`src/rtl/au_sum_eq_det_pkg.sv`:
```
// Shared types and sizing helpers for the sum-equality detector family.
package au_sum_eq_det_pkg;

    typedef enum logic [1:0] {
        MODE_ZERO = 2'd0,
        MODE_ONES = 2'd1,
        MODE_EQK  = 2'd2,
        MODE_NEK  = 2'd3
    } mode_e;

    // Number of AND segments needed to cover w bits in groups of s.
    function automatic int unsigned nseg_f(input int unsigned w, input int unsigned s);
        return (w + s - 1) / s;
    endfunction

endpackage

```
`src/rtl/au_sum_eq_bitmatch.sv`:
```
// Per-bit match vector: all ones exactly when (a + b + ci) mod 2^WIDTH equals t.
module au_sum_eq_bitmatch #(
    parameter int unsigned WIDTH = 32
) (
    input  logic [WIDTH-1:0] a,
    input  logic [WIDTH-1:0] b,
    input  logic             ci,
    input  logic [WIDTH-1:0] t,
    output logic [WIDTH-1:0] m
);

    logic [WIDTH-1:0] w_rc;

    // Carry each bit would need to receive if every lower sum bit already matches t.
    always_comb begin
        w_rc    = '0;
        w_rc[0] = ci;
        for (int unsigned i = 1; i < WIDTH; i++) begin
            w_rc[i] = (a[i-1] & b[i-1]) | ((a[i-1] | b[i-1]) & ~t[i-1]);
        end
    end

    assign m = ~(a ^ b ^ t ^ w_rc);

endmodule

```
`src/rtl/au_sum_eq_det_pipe.sv`:
```
// Three-stage, flow-controlled detector flagging (a + b + ci) == target.
// Optional saturating hit counter built when AU_SUM_EQ_DET_CNT_EN is defined.
module au_sum_eq_det_pipe
    import au_sum_eq_det_pkg::*;
#(
    parameter int unsigned WIDTH = 32,
    parameter int unsigned SEG_W = 8,
    parameter int unsigned CNT_W = 16
) (
    input  logic             clk,
    input  logic             rst_n,
    input  logic             in_valid,
    output logic             in_ready,
    input  logic [WIDTH-1:0] a,
    input  logic [WIDTH-1:0] b,
    input  logic             ci,
    input  logic [WIDTH-1:0] k,
    input  logic [1:0]       mode,
    output logic             out_valid,
    input  logic             out_ready,
    output logic             z,
    output logic [CNT_W-1:0] hit_cnt,
    input  logic             cnt_clr
);

    localparam int unsigned NSEG  = nseg_f(WIDTH, SEG_W);
    localparam int unsigned PAD_W = NSEG * SEG_W;

    logic [WIDTH-1:0] w_t;
    logic [WIDTH-1:0] w_m;
    logic [PAD_W-1:0] w_m_pad;
    logic [NSEG-1:0]  w_seg;
    logic             w_adv;

    logic             r_v1;
    logic [WIDTH-1:0] r_m;
    mode_e            r_mode1;
    logic             r_v2;
    logic [NSEG-1:0]  r_seg;
    mode_e            r_mode2;
    logic             r_v3;
    logic             r_z;

    always_comb begin
        unique case (mode_e'(mode))
            MODE_ZERO: w_t = '0;
            MODE_ONES: w_t = '1;
            default:   w_t = k;
        endcase
    end

    au_sum_eq_bitmatch #(
        .WIDTH (WIDTH)
    ) u_bitmatch (
        .a  (a),
        .b  (b),
        .ci (ci),
        .t  (w_t),
        .m  (w_m)
    );

    // Pad the tail of the last segment with ones so only real bits decide it.
    always_comb begin
        w_m_pad            = '1;
        w_m_pad[WIDTH-1:0] = r_m;
        w_seg              = '0;
        for (int unsigned s = 0; s < NSEG; s++) begin
            w_seg[s] = &w_m_pad[s*SEG_W +: SEG_W];
        end
    end

    assign w_adv    = ~r_v3 | out_ready;
    assign in_ready = w_adv;

    // Whole pipe moves in lockstep; data lanes only load behind a valid.
    always_ff @(posedge clk or negedge rst_n) begin
        if (!rst_n) begin
            r_v1    <= 1'b0;
            r_m     <= '0;
            r_mode1 <= MODE_ZERO;
            r_v2    <= 1'b0;
            r_seg   <= '0;
            r_mode2 <= MODE_ZERO;
            r_v3    <= 1'b0;
            r_z     <= 1'b0;
        end else if (w_adv) begin
            r_v1 <= in_valid;
            if (in_valid) begin
                r_m     <= w_m;
                r_mode1 <= mode_e'(mode);
            end
            r_v2 <= r_v1;
            if (r_v1) begin
                r_seg   <= w_seg;
                r_mode2 <= r_mode1;
            end
            r_v3 <= r_v2;
            if (r_v2) begin
                r_z <= (&r_seg) ^ (r_mode2 == MODE_NEK);
            end
        end
    end

    assign out_valid = r_v3;
    assign z         = r_z;

`ifdef AU_SUM_EQ_DET_CNT_EN
    logic [CNT_W-1:0] r_cnt;

    // Clear wins over a coincident hit; count sticks at all-ones.
    always_ff @(posedge clk or negedge rst_n) begin
        if (!rst_n) begin
            r_cnt <= '0;
        end else if (cnt_clr) begin
            r_cnt <= '0;
        end else if (r_v3 && out_ready && r_z && !(&r_cnt)) begin
            r_cnt <= r_cnt + CNT_W'(1);
        end
    end

    assign hit_cnt = r_cnt;
`else
    logic w_unused_cnt_clr;

    assign w_unused_cnt_clr = cnt_clr;
    assign hit_cnt          = '0;
`endif

endmodule

```
`config.mk`:
```
export PLATFORM = sky130hd
export DESIGN_NAME = au_sum_eq_det_pipe
export DESIGN_NICKNAME = d
export VERILOG_FILES = /design/src/rtl/au_sum_eq_det_pkg.sv /design/src/rtl/au_sum_eq_bitmatch.sv /design/src/rtl/au_sum_eq_det_pipe.sv
export SDC_FILE = /design/constraint.sdc
export NUM_CORES = 1
export LEC_CHECK = 0
export CAP_MARGIN = 20
export CORE_MARGIN = 2
export CORE_UTILIZATION = 45
export DETAILED_ROUTE_END_ITERATION = 6
export PLACE_DENSITY = 0.81
export RECOVER_POWER = 100
export SLEW_MARGIN = 0
export SYNTH_ARGS = -nofsm -noshare
export SYNTH_HDL_FRONTEND = slang
export SYNTH_HIERARCHICAL = 1
export SYNTH_SLANG_ARGS = --single-unit
```
`constraint.sdc`:
```
create_clock -name clk -period 1.9 [get_ports clk]
set_input_delay 0.285 -clock clk [delete_from_list [all_inputs] [get_ports clk]]
set_output_delay 0.285 -clock clk [all_outputs]
set_load 0.1 [all_outputs]
```
## Yosys cells after proc, flatten, opt, wreduce, memory -nomap -nowiden

Cells that the tools add are included.

| storage, ports and cells | value |
|---|---|
| flip-flop bits (word level) | 44 |
| latch bits | 0 |
| memory bits (writable) | 0 |
| bits in read-only memories | 0 |
| output and inout bits | 19 |
| word-level logic and storage cells | 182 |
| memories kept | 0 |

| operators by class | value |
|---|---|
| add/sub/neg operators | 0 |
| multiply operators | 0 |
| divide/modulo/power cells | 0 |
| order comparisons | 0 |
| equality and inequality tests | 2 |
| shift-type cells | 0 |
| multiplexer cells | 1 |
| bitwise operators | 162 |
| reduce and logical (&&, ||, !) cells | 9 |

Operators by type and width:

| kind | number |
|---|---|
| 32-bit bitwise XOR | 3 |
| 32-bit case mux with 2 select lines | 1 |
| 1-bit OR | 63 |
| 1-bit bitwise AND | 62 |
| 1-bit NOT | 32 |
| 32-bit NOT | 1 |
| 8-bit AND reduction | 4 |
| 2-bit AND reduction | 3 |
| 4-bit AND reduction | 1 |
| 2-bit by 1-bit == test with 1-bit output (second input constant) | 1 |
| 2-bit == test (second input constant) | 1 |
| 2-bit zero test | 1 |
| 1-bit bitwise XOR | 1 |

## Logic depth before layout (Yosys ltp)

| depth | value |
|---|---|
| depth after elaboration | 7 |
| gate-level depth with buffers | 9 |
| gate-level depth less buffers | 7 |

## Cells and area by module

The synthesis kept the hierarchy.

By module, submodules not included:

| module | times used | cells an instance | area an instance (um2) | sequential area each (um2) |
|---|---|---|---|---|
| au_sum_eq_det_pipe | 1 | 202 | 2297.2 | 1101.1 |
| au_sum_eq_bitmatch | 1 | 96 | 1034.7 | 0.0 |

## Worst setup path before layout

OpenSTA, ideal clock, no wires.

| path | value |
|---|---|
| path type | in2reg |
| from | input mode[1] |
| to | register r_m[31] |
| setup time | 0.125 ns |
| arrival | 1.797 ns |
| data required time | 1.775 ns |
| path slack | -0.022 ns |
| cell stages on the path | 9 |
| path buffers | 2 |
| cell sequence | clkbuf_1 clkbuf_1 nand2_1 nand2_1 inv_1 fa_1 xnor2_1 xnor2_1 mux2_4 |

| between the ends | value |
|---|---|
| word-level cells in the longest chain between the ends | 7 |
| elaborated cells between the ends (all ways) | 9 |
| classes of those cells | eq/ne: 1; mux: 1; bitwise: 6; reduce/logical: 1 |

RTL lines:

| item | line | text |
|---|---|---|
| from (decl) | au_sum_eq_det_pipe.sv:18 | `input logic [1:0] mode,` |
| 2-bit by 1-bit == test with 1-bit output or 2-bit zero test (tied branches) | au_sum_eq_det_pipe.sv:45 | `unique case (mode_e'(mode))` |
| 32-bit case mux with 2 select lines * | au_sum_eq_det_pipe.sv:45 |  |
| net w_t[30] | au_sum_eq_det_pipe.sv:29 | `logic [WIDTH-1:0] w_t;` |
| 1-bit NOT * | au_sum_eq_bitmatch.sv:19 | `w_rc[i] = (a[i-1] & b[i-1]) \| ((a[i-1] \| b[i-1]) & ~t[i-1]);` |
| 1-bit bitwise AND * | au_sum_eq_bitmatch.sv:19 |  |
| 1-bit OR * | au_sum_eq_bitmatch.sv:19 |  |
| 32-bit bitwise XOR * | au_sum_eq_bitmatch.sv:23 | `assign m = ~(a ^ b ^ t ^ w_rc);` |
| 32-bit NOT * | au_sum_eq_bitmatch.sv:23 |  |
| net w_m[31] | au_sum_eq_det_pipe.sv:30 | `logic [WIDTH-1:0] w_m;` |
| to (signal assigned) | au_sum_eq_det_pipe.sv:89 | `r_m <= w_m;` |
| to (decl) | au_sum_eq_det_pipe.sv:36 | `logic [WIDTH-1:0] r_m;` |

Mark *: on every way through the listed nets, which the timed path passes. The rest lies on a longest branch.
A chain may end at the register's enable or synchronous reset.

## Worst setup path in the final report

| path | value |
|---|---|
| from | input mode[1] |
| to | register r_m[14] |

| between the ends | value |
|---|---|
| elaborated cells between the ends (all ways) | 9 |
| classes of those cells | eq/ne: 1; mux: 1; bitwise: 6; reduce/logical: 1 |

RTL lines:

| item | line |
|---|---|
| 2-bit by 1-bit == test with 1-bit output or 2-bit zero test (tied branches) | au_sum_eq_det_pipe.sv:45 |
| 32-bit case mux with 2 select lines * | au_sum_eq_det_pipe.sv:45 |
| net w_t[14] | au_sum_eq_det_pipe.sv:29 |
| 32-bit bitwise XOR * (2 in a row) | au_sum_eq_bitmatch.sv:23 |
| 32-bit NOT * | au_sum_eq_bitmatch.sv:23 |
| net w_m[14] | au_sum_eq_det_pipe.sv:30 |

Marked as above.

==> impl_metrics.py <==
metrics = {
    "critical_path": {
        "cp_data_arrival_time_ns": 2.01,
        "cp_max_fo": 16,
        "r2r-end": "r_m[1]",
        "cp_slowest_stage_delay_ns": 0.44,
        "crit_chain": "dlygate4sd2_1 -> nand2b_4 -> bufbuf_16 -> nand2_1 -> inv_1 -> fa_1 -> xor2_1 -> mux2_1",
        "reg2reg_slack_ns": 0.33,
        "crit_slowest_cell": "fa_1",
        "criticalPathCategory": "in2reg",
        "rr_startpoint": "out_valid",
        "crit_start": "mode[1]",
        "required_ns": 2.07,
        "reg2reg_depth": 3,
        "crit_buf_inv": 3,
        "start_kind": "input port",
        "end_kind": "flop",
        "cp_top_family": "buffers and inverters",
    },
    "sta": {
        "hold_violations": 0,
        "slew_headroom_pct": 28.6,
        "setup_viol": 0,
        "fin_crit_ns": 1.83,
        "max_freq_mhz": 546,
        "setup_ws_ns": 0.0677,
        "rsz0062_at_grt": "no",
        "holdWs_ns": 0.481,
        "period_share_pct": 96.4,
        "max_slew.worst_pin.slew_ns": 1.07,
        "drv_slew": 0,
        "finalClockSkew_ns": 0.00310,
    },
    "final_layout": {
        "nFillCells": 622,
        "final_area_um2": 4390,
        "diodes": 0,
        "post-route-util_pct": 60.9,
        "multi_input_area_um2": 1840,
        "layout.area.seq_um2": 1100,
        "drive_gt1_share_pct": 8.19,
        "fin_nets": 538,
        "area_growth_pct": 31.8,
    },
    "synthesis": {
        "syn_inst": 298,
        "synth_edf_count": 0,
        "yosys_register_bits": 44,
        "synth_area_um2": 3330,
        "synthDistinctLibCells": 22,
        "yosys.area.top_type": "dfrtp_1",
        "synthArstFlopShare_pct": 100,
        "synth.area.top_cells": "dfrtp_1 (33%), fa_1 (19%), mux2_4 (13%)",
        "ys_seq_area_share_pct": 33.0,
        "yosys_most_used_dff": "dfrtp_1",
        "yosysMostFrequentCell": "nand2_1",
        "synth_top_cells_by_count": "nand2_1 (66), dfrtp_1 (44), inv_1 (33), fa_1 (31), xor2_1 (31)",
        "yosys_warnings": 6,
        "synth_top_cell_area_share_pct": 33.0,
        "syn-mean-instance-area_um2": 11.2,
    },
    "die": {
        "ios": 123,
        "rows": 31,
        "die_y_um": 90.1,
        "core_area_um2": 7210,
        "initial_utilization_pct": 46.2,
        "dieArea_um2": 8110,
        "die_x_um": 90.1,
    },
    "power_and_ir_drop": {
        "p_per_area_nw_per_um2": 813,
        "p_comb_share_pct": 42.2,
        "p_switching_mw": 1.31,
        "switching_share_pct": 36.6,
        "pwr-share-seq_pct": 42.3,
        "p_leak_nw": 2.03,
        "ir_drop_mv": 0.407,
        "internal_power_mw": 2.26,
        "p_clk_share_pct": 15.5,
    },
    "global_routing": {
        "grt_pass1_vias": 2469,
        "grt_pass1_wl_um": 11500,
        "antenna_found_initial": 0,
        "grtUsageTotal_pct": 17.7,
        "grt_max_degree": 45,
        "grt_remaining_overflow": 0,
    },
    "placement": {
        "pre_cts_ws_ns": -0.420,
        "gp_congestion": 0.777,
        "hpwl_um": 5070,
        "place_area_um2": 4390,
        "port_buffers": 105,
    },
    "clock_network": {
        "clkSinkCount": 44,
        "ctsRootBufferMaster": "clkbuf_8",
        "cts_tree": "built",
        "clk-insertion-delay-late_ns": 0.29,
        "cts_setup_buffers": 0,
        "cts_buffers": 5,
        "clkTransAtPathRegs_ns": 0.08,
        "htreeDepth": 2,
        "cts_buffer_depth": 2,
    },
    "routing": {
        "vias": 2275,
        "drt_iter0_drc": 58,
        "antenna_left": 0,
        "drc": 0,
        "drt_pass1_iterations": 4,
        "wl_um": 6670,
        "wire_per_inst_um": 13.3,
        "avgViaCountPerCell": 4.53,
    },
    "hold_path": {
        "hold-path-endpoint": "r_mode1[0]",
        "hold_class": "in2reg",
        "worstHoldStart": "mode[0]",
        "whs_path_depth": 2,
    },
    "run": {
        "cap_violations": 0,
    },
    "outcome": {
        "outcome": "complete, no violations",
    },
}
[cell usage in the layout, fill, tap and decap left out]
master            n
clkdlybuf4s50_1  99
nand2_1          67
dfrtp_1          43
inv_1            33
xor2_1           31
fa_1             31
mux2_1           25
conb_1           16
mux2_2           11
nand4_1           9
clkbuf_8          5
mux2_4            4
nor2_1            4
xnor2_1           4
clkbuf_2          3
o21ai_0           2
dlygate4sd2_1     2
buf_12            2
nand2b_4          1
nand2b_1          1
nand2_8           1
a21oi_1           1
a31oi_1           1
clkinv_2          1
clkinvlp_4        1
bufbuf_16         1
dlygate4sd3_1     1
buf_2             1
dfrtp_2           1
buf_6             1
[layout make-up]
cell class | count | area share, %
clock inverter | 2 | 0.285
inverter | 33 | 2.82
tap | 99 | 2.82
timing repair buffer | 110 | 25.6
sequential | 44 | 25.1
multi-input combinational | 209 | 41.8
clock buffer | 5 | 1.57
[per-stage QoR]
stage | setup TNS [ns] | power (mW) | cells
final | 0 | 3.57 | 502
after global routing | 0 | 3.84 | 502
after CTS | 0 | 3.87 | 502
after detailed placement | -12.37 | 3.28 | 493
after global placement | -11.45 | 3.21 | 493
after floorplan | 0 | 2.84 | 313
[layer usage]
metal	vias up	part of all wire, %	global-route usage [%]
li1	1098	-	-
met1	1095	42	22.0
met2	78	51	30.8
met3	4	5.8	4.02
met4	0	0.91	5.38
met5	-	0	0
[kinds of logic after synthesis]
group           Yosys count  share of synthesized area [%]
mux                      40                           16.8
simple gates             83                           11.0
other cells               1                          0.113
flops                    44                           33.0
buf+inv                  60                           10.6
compound gates            4                          0.638
fa+ha+maj                31                           18.6
xor+xnor                 35                           9.20
[power by group through the flow]
stage	Clock, mW	Sequential, mW	Combinational, mW
6_report	0.553	1.51	1.51
5_1_grt	0.622	1.57	1.66
4_1_cts	0.587	1.53	1.76
3_5_place_dp	0	1.54	1.74
3_3_place_gp	0	1.52	1.69
2_1_floorplan	0	1.61	1.22
[timing repair]
item	in CTS	in global routing
endpoints found under the hold margin	44	0
hold buffers	1	0
setup endpoints to repair	32	0
gates resized for setup	3	0
[worst max-delay path by stage]
stage                         end  depth (start not counted)  slack, ns
after global placement     r_m[7]                          8      -0.44
after detailed placement   r_m[7]                          8      -0.42
after floorplan           r_m[21]                          8      0.002
after CTS                 r_m[22]                          8        0.1
after global routing       r_m[6]                          8       0.02
final                     r_m[14]                          8       0.07
[flip-flops by register name (all words and copies together), names as in the netlist]
register   count
r_mode2        2
r_v1           1
r_m           32
r_mode1        2
r_v2           1
out_valid      1
z              1
r_seg          4
No activity file was read; power rests on OpenSTA's default activity.
